**config.mk**
```make
export PLATFORM = sky130hd
export DESIGN_NAME = cnn_image_loader_flat
export DESIGN_NICKNAME = d
export VERILOG_FILES = /design/src/rtl/cnn_pkg.sv /design/src/rtl/cnn_image_loader_if.sv /design/src/rtl/pixel_position_counter.sv /design/src/rtl/cnn_image_loader.sv /design/src/flat_wrapper.sv
export SDC_FILE = /design/constraint.sdc
export NUM_CORES = 1
export LEC_CHECK = 0
export BUFFER_PORTS_ARGS = -buffer_cell sky130_fd_sc_hd__buf_2
export CAP_MARGIN = 25
export CORE_UTILIZATION = 25
export CTS_CLUSTER_SIZE = 40
export DETAILED_ROUTE_END_ITERATION = 10
export GPL_ROUTABILITY_DRIVEN = 0
export SLEW_MARGIN = 20
export SYNTH_ARGS = -nofsm -noshare
export SYNTH_HDL_FRONTEND = slang
export SYNTH_SLANG_ARGS = --single-unit
```
**constraint.sdc**
```tcl
create_clock -name clk -period 9.3 [get_ports clk]
set_input_delay 1.86 -clock clk [delete_from_list [all_inputs] [get_ports clk]]
set_output_delay 1.86 -clock clk [all_outputs]
set_load 0.05 [all_outputs]
```
**src/rtl/cnn_pkg.sv**
```systemverilog
`default_nettype none
// +--------------------------------------------------------------------------+
// | cnn_pkg : shared CNN front-end types and default image geometry  rev 1.0 |
// +--------------------------------------------------------------------------+
package cnn_pkg;

  localparam int DEFAULT_IMAGE_WIDTH  = 12;
  localparam int DEFAULT_IMAGE_HEIGHT = 12;
  localparam int DEFAULT_PIXEL_WIDTH  = 2;
  localparam int DEFAULT_COUNT_WIDTH  = 16;

  typedef enum logic [1:0] {
    LOAD  = 2'd0,
    START = 2'd1,
    WAIT  = 2'd2
  } loader_state_t;

  typedef logic signed [DEFAULT_PIXEL_WIDTH-1:0] pixel_t;

  // Index width that stays at least one bit for degenerate dimensions.
  function automatic int idx_width(input int n);
    return (n > 1) ? $clog2(n) : 1;
  endfunction

endpackage
`default_nettype wire

```
**src/rtl/cnn_image_loader_if.sv**
```systemverilog
`default_nettype none
// +--------------------------------------------------------------------------+
// | cnn_image_loader_if : valid/ready pixel stream                   rev 1.0 |
// +--------------------------------------------------------------------------+
interface cnn_image_loader_if
  import cnn_pkg::*;
#(
  parameter int PIXEL_WIDTH = DEFAULT_PIXEL_WIDTH
);
  logic                   pix_valid;
  logic                   pix_ready;
  logic [PIXEL_WIDTH-1:0] pix_data;
  logic                   pix_last;

  modport master (output pix_valid, pix_data, pix_last, input pix_ready);
  modport slave  (input pix_valid, pix_data, pix_last, output pix_ready);
endinterface
`default_nettype wire

```
**src/rtl/pixel_position_counter.sv**
```systemverilog
`default_nettype none
// +--------------------------------------------------------------------------+
// | pixel_position_counter : row-major row/col tracker with wrap     rev 1.0 |
// +--------------------------------------------------------------------------+
module pixel_position_counter
  import cnn_pkg::*;
#(
  parameter int IMAGE_WIDTH  = DEFAULT_IMAGE_WIDTH,
  parameter int IMAGE_HEIGHT = DEFAULT_IMAGE_HEIGHT,
  parameter int ROW_W        = idx_width(IMAGE_HEIGHT),
  parameter int COL_W        = idx_width(IMAGE_WIDTH)
) (
  input  wire              clk,
  input  wire              rst,
  input  wire              clear,
  input  wire              inc,
  output logic [ROW_W-1:0] row,
  output logic [COL_W-1:0] col,
  output logic             is_last_position
);
  localparam logic [ROW_W-1:0] ROW_MAX = ROW_W'(IMAGE_HEIGHT - 1);
  localparam logic [COL_W-1:0] COL_MAX = COL_W'(IMAGE_WIDTH - 1);

  always_ff @(posedge clk) begin
    if (rst || clear) begin
      row <= '0;
      col <= '0;
    end else if (inc) begin
      if (col == COL_MAX) begin
        col <= '0;
        row <= (row == ROW_MAX) ? '0 : row + ROW_W'(1);
      end else begin
        col <= col + COL_W'(1);
      end
    end
  end

  assign is_last_position = (row == ROW_MAX) && (col == COL_MAX);

endmodule
`default_nettype wire

```
**src/rtl/cnn_image_loader.sv**
```systemverilog
`default_nettype none
// +--------------------------------------------------------------------------+
// | cnn_image_loader : pixel stream -> parallel image + CNN start    rev 1.0 |
// +--------------------------------------------------------------------------+
module cnn_image_loader
  import cnn_pkg::*;
#(
  parameter int IMAGE_WIDTH  = DEFAULT_IMAGE_WIDTH,
  parameter int IMAGE_HEIGHT = DEFAULT_IMAGE_HEIGHT,
  parameter int PIXEL_WIDTH  = DEFAULT_PIXEL_WIDTH,
  parameter int COUNT_WIDTH  = DEFAULT_COUNT_WIDTH
) (
  input  wire                                              clk,
  input  wire                                              rst,
  cnn_image_loader_if.slave                                pix,
  output logic [IMAGE_HEIGHT*IMAGE_WIDTH*PIXEL_WIDTH-1:0]  image_output,
  output logic                                             convolution_enable,
  input  wire                                              cnn_done,
  output logic                                             frame_error,
  output logic [COUNT_WIDTH-1:0]                           frame_count
);
  localparam int IMG_BITS = IMAGE_HEIGHT * IMAGE_WIDTH * PIXEL_WIDTH;
  localparam int ROW_W    = idx_width(IMAGE_HEIGHT);
  localparam int COL_W    = idx_width(IMAGE_WIDTH);
  localparam int LSB_W    = idx_width(IMG_BITS);

  loader_state_t    state;
  loader_state_t    state_next;
  logic [ROW_W-1:0] row;
  logic [COL_W-1:0] col;
  logic [LSB_W-1:0] pixel_lsb;
  logic             is_last_position;
  logic             accept;
  logic             pos_clear;
  logic             pos_inc;
  logic             err_set;
  logic             count_inc;

  // Ready comes from registered state only; rst gates it so nothing is taken mid-reset.
  assign pix.pix_ready = (state == LOAD) && !rst;
  assign accept        = pix.pix_valid && pix.pix_ready;

  pixel_position_counter #(
    .IMAGE_WIDTH  (IMAGE_WIDTH),
    .IMAGE_HEIGHT (IMAGE_HEIGHT),
    .ROW_W        (ROW_W),
    .COL_W        (COL_W)
  ) u_pos (
    .clk              (clk),
    .rst              (rst),
    .clear            (pos_clear),
    .inc              (pos_inc),
    .row              (row),
    .col              (col),
    .is_last_position (is_last_position)
  );

  always_comb begin
    state_next = state;
    pos_clear  = 1'b0;
    pos_inc    = 1'b0;
    err_set    = 1'b0;
    count_inc  = 1'b0;
    case (state)
      LOAD: begin
        if (accept) begin
          if (is_last_position) begin
            // A full frame is delivered even when its last marker is missing.
            state_next = START;
            pos_clear  = 1'b1;
            err_set    = !pix.pix_last;
          end else if (pix.pix_last) begin
            pos_clear = 1'b1;
            err_set   = 1'b1;
          end else begin
            pos_inc = 1'b1;
          end
        end
      end
      START: state_next = WAIT;
      WAIT: begin
        if (cnn_done) begin
          state_next = LOAD;
          pos_clear  = 1'b1;
          count_inc  = 1'b1;
        end
      end
      default: state_next = LOAD;
    endcase
  end

  always_ff @(posedge clk) begin
    if (rst) begin
      state              <= LOAD;
      convolution_enable <= 1'b1;
      frame_error        <= 1'b0;
      frame_count        <= '0;
    end else begin
      state              <= state_next;
      convolution_enable <= (state_next != START);
      if (err_set) frame_error <= 1'b1;
      if (count_inc) frame_count <= frame_count + COUNT_WIDTH'(1);
    end
  end

  assign pixel_lsb = LSB_W'((int'(row) * IMAGE_WIDTH + int'(col)) * PIXEL_WIDTH);

  always_ff @(posedge clk) begin
    if (rst) begin
      image_output <= '0;
    end else if (accept) begin
      image_output[pixel_lsb +: PIXEL_WIDTH] <= pix.pix_data;
    end
  end

endmodule
`default_nettype wire

```
**src/flat_wrapper.sv**
```systemverilog
// flat-port wrapper written by rule: the top's interface ports become plain ports
module cnn_image_loader_flat import cnn_pkg::*;
#(
  parameter int IMAGE_WIDTH  = DEFAULT_IMAGE_WIDTH,
  parameter int IMAGE_HEIGHT = DEFAULT_IMAGE_HEIGHT,
  parameter int PIXEL_WIDTH  = DEFAULT_PIXEL_WIDTH,
  parameter int COUNT_WIDTH  = DEFAULT_COUNT_WIDTH
)
  (clk, rst, image_output, convolution_enable, cnn_done, frame_error, frame_count, pix_pix_valid, pix_pix_data, pix_pix_last, pix_pix_ready);
  cnn_image_loader_if #(.PIXEL_WIDTH(PIXEL_WIDTH)) pix_i ();
  input  wire clk;
  input  wire rst;
  output logic [IMAGE_HEIGHT*IMAGE_WIDTH*PIXEL_WIDTH-1:0] image_output;
  output logic convolution_enable;
  input  wire cnn_done;
  output logic frame_error;
  output logic [COUNT_WIDTH-1:0] frame_count;
  input wire logic [$bits(pix_i.pix_valid)-1:0] pix_pix_valid;
  input wire logic [$bits(pix_i.pix_data)-1:0] pix_pix_data;
  input wire logic [$bits(pix_i.pix_last)-1:0] pix_pix_last;
  output wire logic [$bits(pix_i.pix_ready)-1:0] pix_pix_ready;
  assign pix_i.pix_valid = pix_pix_valid;
  assign pix_i.pix_data = pix_pix_data;
  assign pix_i.pix_last = pix_pix_last;
  assign pix_pix_ready = pix_i.pix_ready;
  cnn_image_loader #(.IMAGE_WIDTH(IMAGE_WIDTH), .IMAGE_HEIGHT(IMAGE_HEIGHT), .PIXEL_WIDTH(PIXEL_WIDTH), .COUNT_WIDTH(COUNT_WIDTH)) u_core (.clk(clk), .rst(rst), .pix(pix_i), .image_output(image_output), .convolution_enable(convolution_enable), .cnn_done(cnn_done), .frame_error(frame_error), .frame_count(frame_count));
endmodule
```
==> metrics, run 1 <==
Final period util=0.502; Post-Route Skew=0.0373 ns; drt pass-1 iters=5; Setup CP Type=primary input to register; Layout Utilization=0.322; Pint=2.39 mW; cell taking the most area after synthesis=dfxtp_1; syn nets=1535; setup TNS=0 ns; TritonCTS clock tree=done; CTS Hold Buffers Added=0; Resized Gates After CTS=0; Longest Clk Path Bufs=3; root cell of the clock tree=clkbuf_16; Final Hold Viols=0; Avg Cell Area, Syn=9.01 um^2; synth-to-layout area growth=27.3%; wire per inst=20.7 um; Startpoint Class=primary input; Die Area=55400 um^2; fraction of layout cells with a size suffix above 1=0.240; Die Height=235 um; Worst setup EP type=register; initial detailed-routing violation count=929; ys flop type=dfxtp_1; Worst Hold Class=register to register; commonest non-fill, non-tap cell in the layout=nand2_1; aggregate global-route resource usage=0.183; clock power share=0.532; top-area cell type share of the netlist area=0.465; Worst-Margin Slew=approximately 1.0 ns; Logic pwr share=0.035; Yosys cell types=a little over 60; Initial Util=0.253; Post-CTS Repair Setup Buffers=0; PD cells=181 nW/um^2; final wirelength=52200 um; Yosys reg bits=roughly 320; max cap viols=0; DIE WIDTH=around 240 um; synthesized instance count=1511; fin crit period=4.67 ns; # IOs=314; antenna viol nets, final=0; Leak=roughly 7.4 nW; Placed Area=15900 um^2; Setup-failing EPs final=0; final std cells w/o fill=2522; CTS clk-pin slew, worst paths=0.06 ns; TritonCTS Buffers=39; fraction of registers with async set/reset=0; Post-synth EDFFs=0; HPWL after DPL=38900 um; Critical Path RT=9.77 ns; global-route wire length before repair=approximately 76000 um; RSZ-0062 raised after global routing=no; post-synthesis sequential area ratio=0.465; CP Max Fanout=41; Net Sw Frac=0.235; max_slew headroom=0.301; initial antenna violation count=0; Synth area leaders=dfxtp_1, mux2i_1, nand2_1; Final #Nets=1819; sequential share of power=0.433; largest net degree at the start of global routing=between 150 and 200; Residual DRC=0; H-tree depth=2; crit path DAT=5.14 ns; Max Fclk=between 200 and 250 MHz; Clock Sinks=316; vias in the first global route=between 10000 and 15000; Final WS setup=4.63 ns; Max Slew Vio Count=0; status=finished, final reports clean; Yosys warnings=0; later-pin clock latency in the skew report=0.57 ns; Mapped Area=roughly 14000 um^2; # placed instances=around 2400; via-per-instance ratio=around 4.8; final std cell area, no fill=17300 um^2; Row Count=85; most frequent cells in the layout=nand2_1, dfxtp_1, buf_2; via count=around 12000; worst slack, placed=roughly 4.1 ns; maximum VDD drop=107 uV; port bufs=313; switching power=about 0.74 mW; GRT overflow=0; CORE AREA=between 50000 and 60000 um^2
## power groups by stage
stage / combinational [mW] / clock, mW / sequential (mW)
3_5_place_dp: 0.107 / 0 / 1.39
6_report: 0.109 / 1.66 / 1.36
2_1_floorplan: 0.0672 / 0 / 1.39
3_3_place_gp: 0.104 / 0 / 1.39
4_1_cts: 0.107 / 1.71 / 1.36
5_1_grt: 0.116 / 1.77 / 1.36
## area by class of cell
type,instances,area (um^2)
Antenna cell,1,2.50
Clock buffer,49,1060
Sequential cell,316,6330
Multi-Input combinational cell,1092,6930
Clock inverter,22,347
Tap cell,696,871
Fill cell,5577,36500
Inverter,14,60.1
Timing Repair Buffer,332,1730
## critical path, cell delays in order
cell,delay (ns)
buf_2,0.09
buf_4,0.27
or4b_1,0.64
a21oi_1,0.36
nand3_1,0.17
nand2_1,0.42
o211ai_1,0.53
buf_4,0.35
nor2_1,0.20
mux2i_1,0.21
## cell families (layout without fill, tap and decap cells)
| group | after synthesis | count (layout) | synth area share |
|---|---|---|---|
| multiplexers | 265 | 265 | 0.195 |
| flip-flops | 316 | 316 | 0.465 |
| XOR/XNOR | 28 | 28 | 0.0197 |
| adder cells (fa/ha/maj) | 17 | 17 | 0.0167 |
| AND/OR/NAND/NOR | 689 | 689 | 0.225 |
| other | 0 | 1 | 0 |
| buffers and inverters | 103 | 417 | 0.0303 |
| AO/OA/AOI/OAI | 93 | 93 | 0.0484 |
## metal layers
metal,part of all wire,vias to the layer above,GRT usage
met5,0,-,0
met1,0.42,5898,0.223
met2,0.46,461,0.300
met4,0.040,0,0.0755
met3,0.079,94,0.0545
li1,-,5733,-
## Yosys cell counts, types with 3 or more instances
master,number
o21ai_1,5
nor4_1,5
buf_2,12
nand2b_1,7
o21ai_0,3
o31ai_1,12
nor2_1,116
nand3b_1,4
and3_1,9
and4_1,5
xnor2_1,12
and2_1,7
ha_1,15
or3_1,9
buf_4,3
nor2b_1,6
nand4_1,13
nand2_1,374
nor3_1,37
nor3_2,9
xor2_1,13
mux2i_1,262
clkbuf_1,72
a31o_2,4
a21oi_1,26
o41ai_1,10
mux2_2,3
dfxtp_1,316
nand3_1,70
a211o_1,3
nor4_2,3
inv_1,14
o211ai_1,15
## sequential cells by signal, summed over array words and instances (netlist names)
| name | cells |
|---|---|
| u_core.image_output | 288 |
| u_core.frame_error | 1 |
| u_core.state | 2 |
| u_core.convolution_enable | 1 |
| u_core.u_pos.col | 4 |
| u_core.u_pos.row | 4 |
| u_core.frame_count | 16 |
## stage by stage
| step | power, mW | hold WS (ns) |
|---|---|---|
| CTS | 3.17 | 0.456 |
| detailed placement | 1.49 | 0.444 |
| finish | 3.13 | 0.455 |
| global route | 3.24 | 0.470 |
| floorplan | 1.46 | 0.475 |
| global placement | 1.49 | 0.441 |
## final timing paths
check / startpoint / to / slack, ns / depth (start not counted)
setup reg to reg: u_core.u_pos.row[0] / u_core.image_output[205] / 4.83 / 11
setup / recovery: rst / u_core.image_output[71] / 4.63 / 10
hold / removal: u_core.image_output[94] / u_core.image_output[94] / 0.46 / 2
hold reg to reg: u_core.image_output[94] / u_core.image_output[94] / 0.46 / 2
Note: power is estimated with default switching activity, not from simulation.
==> inputs of run 2 (changes only) <==
clock period = 4.4 ns   (was 9.3 ns; I/O delays follow)
==> run 2 against run 1 <==
Against the previous run: first-iteration DRC count is 4.6% higher; core utilization is 0.21 points higher; sequential power is 110% higher; total power is 110% higher; setup slack worse by 4.3 ns; critical path type is now register to register.
==> metrics, run 2 (synthesized netlist as in run 1, its figures left out) <==
drt pass-1 iters=5 (unchanged); Worst setup EP type=register; Worst Hold Class=register to register; Clock Sinks=316 (unchanged); antenna viol nets, final=0 (unchanged); Setup-failing EPs final=0 (unchanged); Hold Crit Depth=2 (unchanged); later-pin clock latency in the skew report=0.57 ns (about the same); final std cell area, no fill=17400 um^2 (+0.65%); synth-to-layout area growth=28.1%; switching power=1.51 mW (+110%); max cap viols=0 (unchanged); Hold Path Sink=u_core.image_output[61]; Placed Area=16100 um^2 (+1.2%); Final #Nets=1839 (+1.1%); Pint=4.93 mW (+110%); crit path DAT=4.60 ns (-0.54 ns); H-tree depth=2 (unchanged); GRT overflow=0 (unchanged); CP Max Fanout=11 (-73%); Antenna Cells=0 (-1); CTS clk-pin slew, worst paths=0.06 ns (about the same); TritonCTS clock tree=done; max incr delay on CP=0.67 ns (+0.03 ns); final wirelength=52900 um (+1.4%); aggregate global-route resource usage=0.186 (+0.00322); TritonCTS Buffers=38 (-2.6%); Longest Clk Path Bufs=3 (unchanged); largest net degree at the start of global routing=131 (-29%); most frequent cells in the layout=nand2_1, dfxtp_1, buf_2; Max Slew Vio Count=0 (unchanged); Die Area=55400 um^2 (unchanged); most flop-heavy register=u_core.image_output; global-route wire length before repair=77600 um (+1.8%); maximum VDD drop=231 uV (+120%); Row Count=85 (unchanged); Critical Path RT=4.89 ns (-4.88 ns); Max Fclk=243 MHz; r2r endpoint=u_core.image_output[43]; worst r2r src=u_core.u_pos.row[0]; setup slack, reg-to-reg=0.29 ns (-4.54 ns); Worst-Margin Slew=0.994 ns (-0.0334 ns); RSZ-0062 raised after global routing=no; Residual DRC=0 (unchanged); Net Sw Frac=0.234 (-0.000904); flip-flop count of the largest register after layout=288 (unchanged); port bufs=313 (unchanged); clock power share=0.517 (-0.015); wire per inst=20.8 um (+0.67%); hold path startpoint=u_core.image_output[61]; Register-to-Register Path Depth=11 (unchanged); Resized Gates After CTS=0 (unchanged); initial antenna violation count=0 (unchanged); Post-CTS Repair Setup Buffers=0 (unchanged); fin crit period=4.11 ns; via count=12300 (+0.71%); Initial Util=0.253 (unchanged); commonest non-fill, non-tap cell in the layout=nand2_1; Setup CP Type=register to register; DIE WIDTH=235 um (unchanged); Startpoint Class=register; CTS Hold Buffers Added=0 (unchanged); sequential share of power=0.445 (+0.012); PD cells=369 nW/um^2 (+100%); Post-Route Skew=0.0319 ns (-0.00534 ns); leading registers by flop count=u_core.image_output: 288 flops, u_core.frame_count: 16 flops; root cell of the clock tree=clkbuf_16; CP max stage cell=nor4_1; CORE AREA=53800 um^2 (unchanged); Leak=7.49 nW (+1.1%); fraction of layout cells with a size suffix above 1=0.247 (+0.00675); via-per-instance ratio=4.83 (about the same); Die Height=235 um (unchanged); Final Hold Viols=0 (unchanged); WHS=0.453 ns (-0.00214 ns); setup TNS=0 ns (unchanged); status=finished, final reports clean; worst-path cell chain=ha_1, inv_1, fa_1, nor4b_1, nand2_1, a211o_1, a21oi_2, o21ai_2, buf_4, nor4_1, mux2i_1; HPWL after DPL=39400 um (+1.3%); vias in the first global route=12200 (+0.99%); Logic pwr share=0.038 (+0.003); initial detailed-routing violation count=972 (+4.6%); Final period util=0.934; max_slew headroom=0.330 (+0.0299); # IOs=314 (unchanged)
[run 2: power groups by stage]
stage	combinational [mW]	sequential (mW)	clock [mW]
after detailed placement	0.244	2.93	0
after floorplan	0.142	2.93	0
after CTS	0.244	2.86	3.42
after global placement	0.238	2.93	0
after global routing	0.263	2.86	3.52
final	0.247	2.86	3.33
[run 2: area by class of cell]
type                            instances  area [um^2]
Clock inverter                         15          208
Inverter                               14         60.1
Tap cell                              696          871
Multi-Input combinational cell       1092         6920
Fill cell                            5634        36400
Clock buffer                           54         1120
Timing Repair Buffer                  353         1930
Sequential cell                       316         6330
[run 2: how the worst max path moves through the flow]
stage	end	cells after the start	startpoint	slack, ns
final	u_core.image_output[43]	11	u_core.u_pos.row[0]	0.29
after CTS	u_core.image_output[43]	11	u_core.u_pos.row[0]	0.40
after global routing	u_core.image_output[42]	11	u_core.u_pos.row[0]	0.16
after detailed placement	u_core.image_output[170]	11	u_core.u_pos.row[0]	0.41
after global placement	u_core.image_output[43]	11	u_core.u_pos.row[0]	0.49
after floorplan	u_core.image_output[48]	12	u_core.u_pos.row[0]	1.10
[run 2: per-stage QoR]
stage                     total power, mW  std cells   util  worst slack [ns]
after floorplan                      3.08       1511      -              1.10
after global placement               3.17       2469  0.299             0.488
after detailed placement             3.17       2470  0.299             0.414
after CTS                            6.52       2539  0.324             0.399
after global routing                 6.65       2540  0.324             0.165
final                                6.44       2540  0.324             0.289
[run 2: layer usage]
metal / track usage / routed length (um) / vias to the layer above
met5: 0 / 0 / -
met4: 0.0729 / 1870 / 0
met3: 0.0508 / 4240 / 107
met2: 0.311 / 24900 / 466
met1: 0.226 / 21900 / 5931
li1: - / - / 5769
[run 2: worst max-delay path, delay by kind of cell (launching register included)]
kind	cells	cell delay [ns]
adders and majority gates	2	0.84
DFF	1	0.36
buffers and inverters	2	0.35
and+or+nand+nor	3	1.27
AOI/OAI and AO/OA	3	0.96
muxes	1	0.25
==> inputs of run 3 (changes only) <==
SETUP_SLACK_MARGIN = 0.5   (was unset)
==> run 3 against run 2 <==
Against the previous run: setup slack gained 0.25 ns; worst hold slack is essentially flat; die area did not move; sequential share of layout area is 0.31 points lower; non-clock buffer count grew 6; via count grew 0.58%; largest cell class unchanged.
==> metrics, run 3 (synthesized netlist as in run 1, its figures left out) <==
WHS=0.453 ns (+0.0000150 ns); commonest non-fill, non-tap cell in the layout=nand2_1; H-tree depth=2 (unchanged); initial detailed-routing violation count=966 (-0.62%); initial antenna violation count=0 (unchanged); Final WS setup=0.543 ns (+0.254 ns); delay-heaviest family, CP=simple AND/OR/NAND/NOR gates; later-pin clock latency in the skew report=0.57 ns (about the same); vias in the first global route=12200 (+0.16%); Residual DRC=0 (unchanged); GRT overflow=0 (unchanged); setup TNS=0 ns (unchanged); # IOs=314 (unchanged); Critical Path RT=4.81 ns (-0.08 ns); most frequent cells in the layout=nand2_1, dfxtp_1, buf_2; CP Max Fanout=19 (+8); CORE AREA=53800 um^2 (unchanged); met2 WL post-DR=25100 um (+1.0%); flip-flop count of the largest register after layout=288 (unchanged); Final period util=0.877 (-0.0578); via count=12300 (+0.58%); largest net degree at the start of global routing=131 (unchanged); Clock Sinks=316 (unchanged); Buf+Inv Stages, Crit Path=2 (unchanged); most flop-heavy register=u_core.image_output; wire per inst=20.8 um (about the same); Worst setup EP type=register; Worst-Margin Slew=1.02 ns (+0.0236 ns); max incr delay on CP=0.59 ns (-0.08 ns); Placed Area=16100 um^2 (unchanged); switching power=1.51 mW (+0.36%); CTS Hold Buffers Added=0 (unchanged); port bufs=313 (unchanged); worst slack, placed=0.414 ns (unchanged); HPWL after DPL=39400 um (unchanged); leading registers by flop count=u_core.image_output: 288 flops, u_core.frame_count: 16 flops; clock power share=0.517 (about the same); met1 wire length=22000 um (+0.48%); fraction of layout cells with a size suffix above 1=0.254 (+0.00677); Post-Route Skew=0.0297 ns (-0.00220 ns); via-per-instance ratio=4.85 (+0.34%); Detail Route met3 WL=4060 um (-4.5%); fin crit period=3.86 ns (-0.254 ns); status=finished, final reports clean; CTS clk-pin slew, worst paths=0.06 ns (about the same); Leak=7.55 nW (+0.82%); Final Total Pwr=6.45 mW (+0.13%); Startpoint Class=register; drt pass-1 iters=5 (unchanged); Final Hold Viols=0 (unchanged); Row Count=85 (unchanged); Net Sw Frac=0.235 (+0.000536); Setup CP Type=register to register; maximum VDD drop=231 uV (+0.22%); PD cells=367 nW/um^2 (-0.72%); Longest Clk Path Bufs=3 (unchanged); Top Layer Used=met4; Max Fclk=259 MHz (+6.6%); antenna viol nets, final=0 (unchanged); Die Height=235 um (unchanged); max_slew headroom=0.315 (-0.0159); Antenna Cells=0 (unchanged); DIE WIDTH=235 um (unchanged); final wirelength=53000 um (+0.20%); Pint=4.94 mW (about the same); RSZ-0062 raised after global routing=yes; Initial Util=0.253 (unchanged); TritonCTS clock tree=done; CP max stage cell=or4_4; final std cell area, no fill=17600 um^2 (+0.85%); Worst Hold Class=register to register; Die Area=55400 um^2 (unchanged); worst-path cell chain=ha_1, inv_1, fa_1, or2_1, a2111oi_0, a221o_2, xor2_4, o21ai_4, buf_4, or4_4, mux2i_1; sequential share of power=0.444 (about the same); aggregate global-route resource usage=0.186 (about the same); Max Slew Vio Count=0 (unchanged); max cap viols=0 (unchanged); TritonCTS Buffers=38 (unchanged); Logic pwr share=0.039 (about the same); root cell of the clock tree=clkbuf_16; Final #Nets=1845 (+0.33%); synth-to-layout area growth=29.2%; crit path DAT=4.26 ns (-0.34 ns); global-route wire length before repair=77700 um (about the same); Setup-failing EPs final=0 (unchanged)
==> run 3: cell type report <==
cell class | count | area [um^2]
clock buffers | 54 | 1120
flip-flops and latches | 316 | 6330
repair buffers | 359 | 1990
fillers | 5623 | 36200
clock inverters | 15 | 208
inverters | 14 | 60.1
multi-input cells | 1092 | 7010
well taps | 696 | 871
==> run 3: tightest hold or removal path, cell delays in order, from the launching register on <==
cell and delay (ns):
dfxtp_1 0.30, nand2_1 0.05, mux2i_1 0.05
==> run 3: timing repair <==
item | CTS | global route
pin swaps | 1 | 3
gates resized for setup | 2 | 12
setup buffers | 2 | 4
setup endpoints to repair | 11 | 119
endpoints found under the hold margin | 0 | 0
==> run 3: layer usage <==
layer | GRT usage | up-vias
met5 | 0 | -
met1 | 0.226 | 6004
met4 | 0.0737 | 0
met2 | 0.312 | 459
li1 | - | 5782
met3 | 0.0508 | 99
==> run 3: worst paths after layout <==
kind	startpoint	endpoint	slack [ns]	cells after the start
max	u_core.u_pos.row[0]	u_core.image_output[176]	0.54	11
min	u_core.image_output[204]	u_core.image_output[204]	0.45	2
max reg2reg	u_core.u_pos.row[0]	u_core.image_output[176]	0.54	11
min reg2reg	u_core.image_output[204]	u_core.image_output[204]	0.45	2
==> run 3: power groups by stage <==
stage | sequential [mW] | clock, mW | combinational, mW
2_1_floorplan | 2.93 | 0 | 0.142
3_3_place_gp | 2.93 | 0 | 0.238
5_1_grt | 2.86 | 3.52 | 0.269
3_5_place_dp | 2.93 | 0 | 0.244
4_1_cts | 2.86 | 3.42 | 0.245
6_report | 2.86 | 3.33 | 0.253
==> run 3: stage by stage <==
step           utilization  std cells
2_1_floorplan            -       1511
3_3_place_gp         0.299       2469
3_5_place_dp         0.299       2470
4_1_cts              0.324       2541
5_1_grt              0.327       2546
6_report             0.327       2546
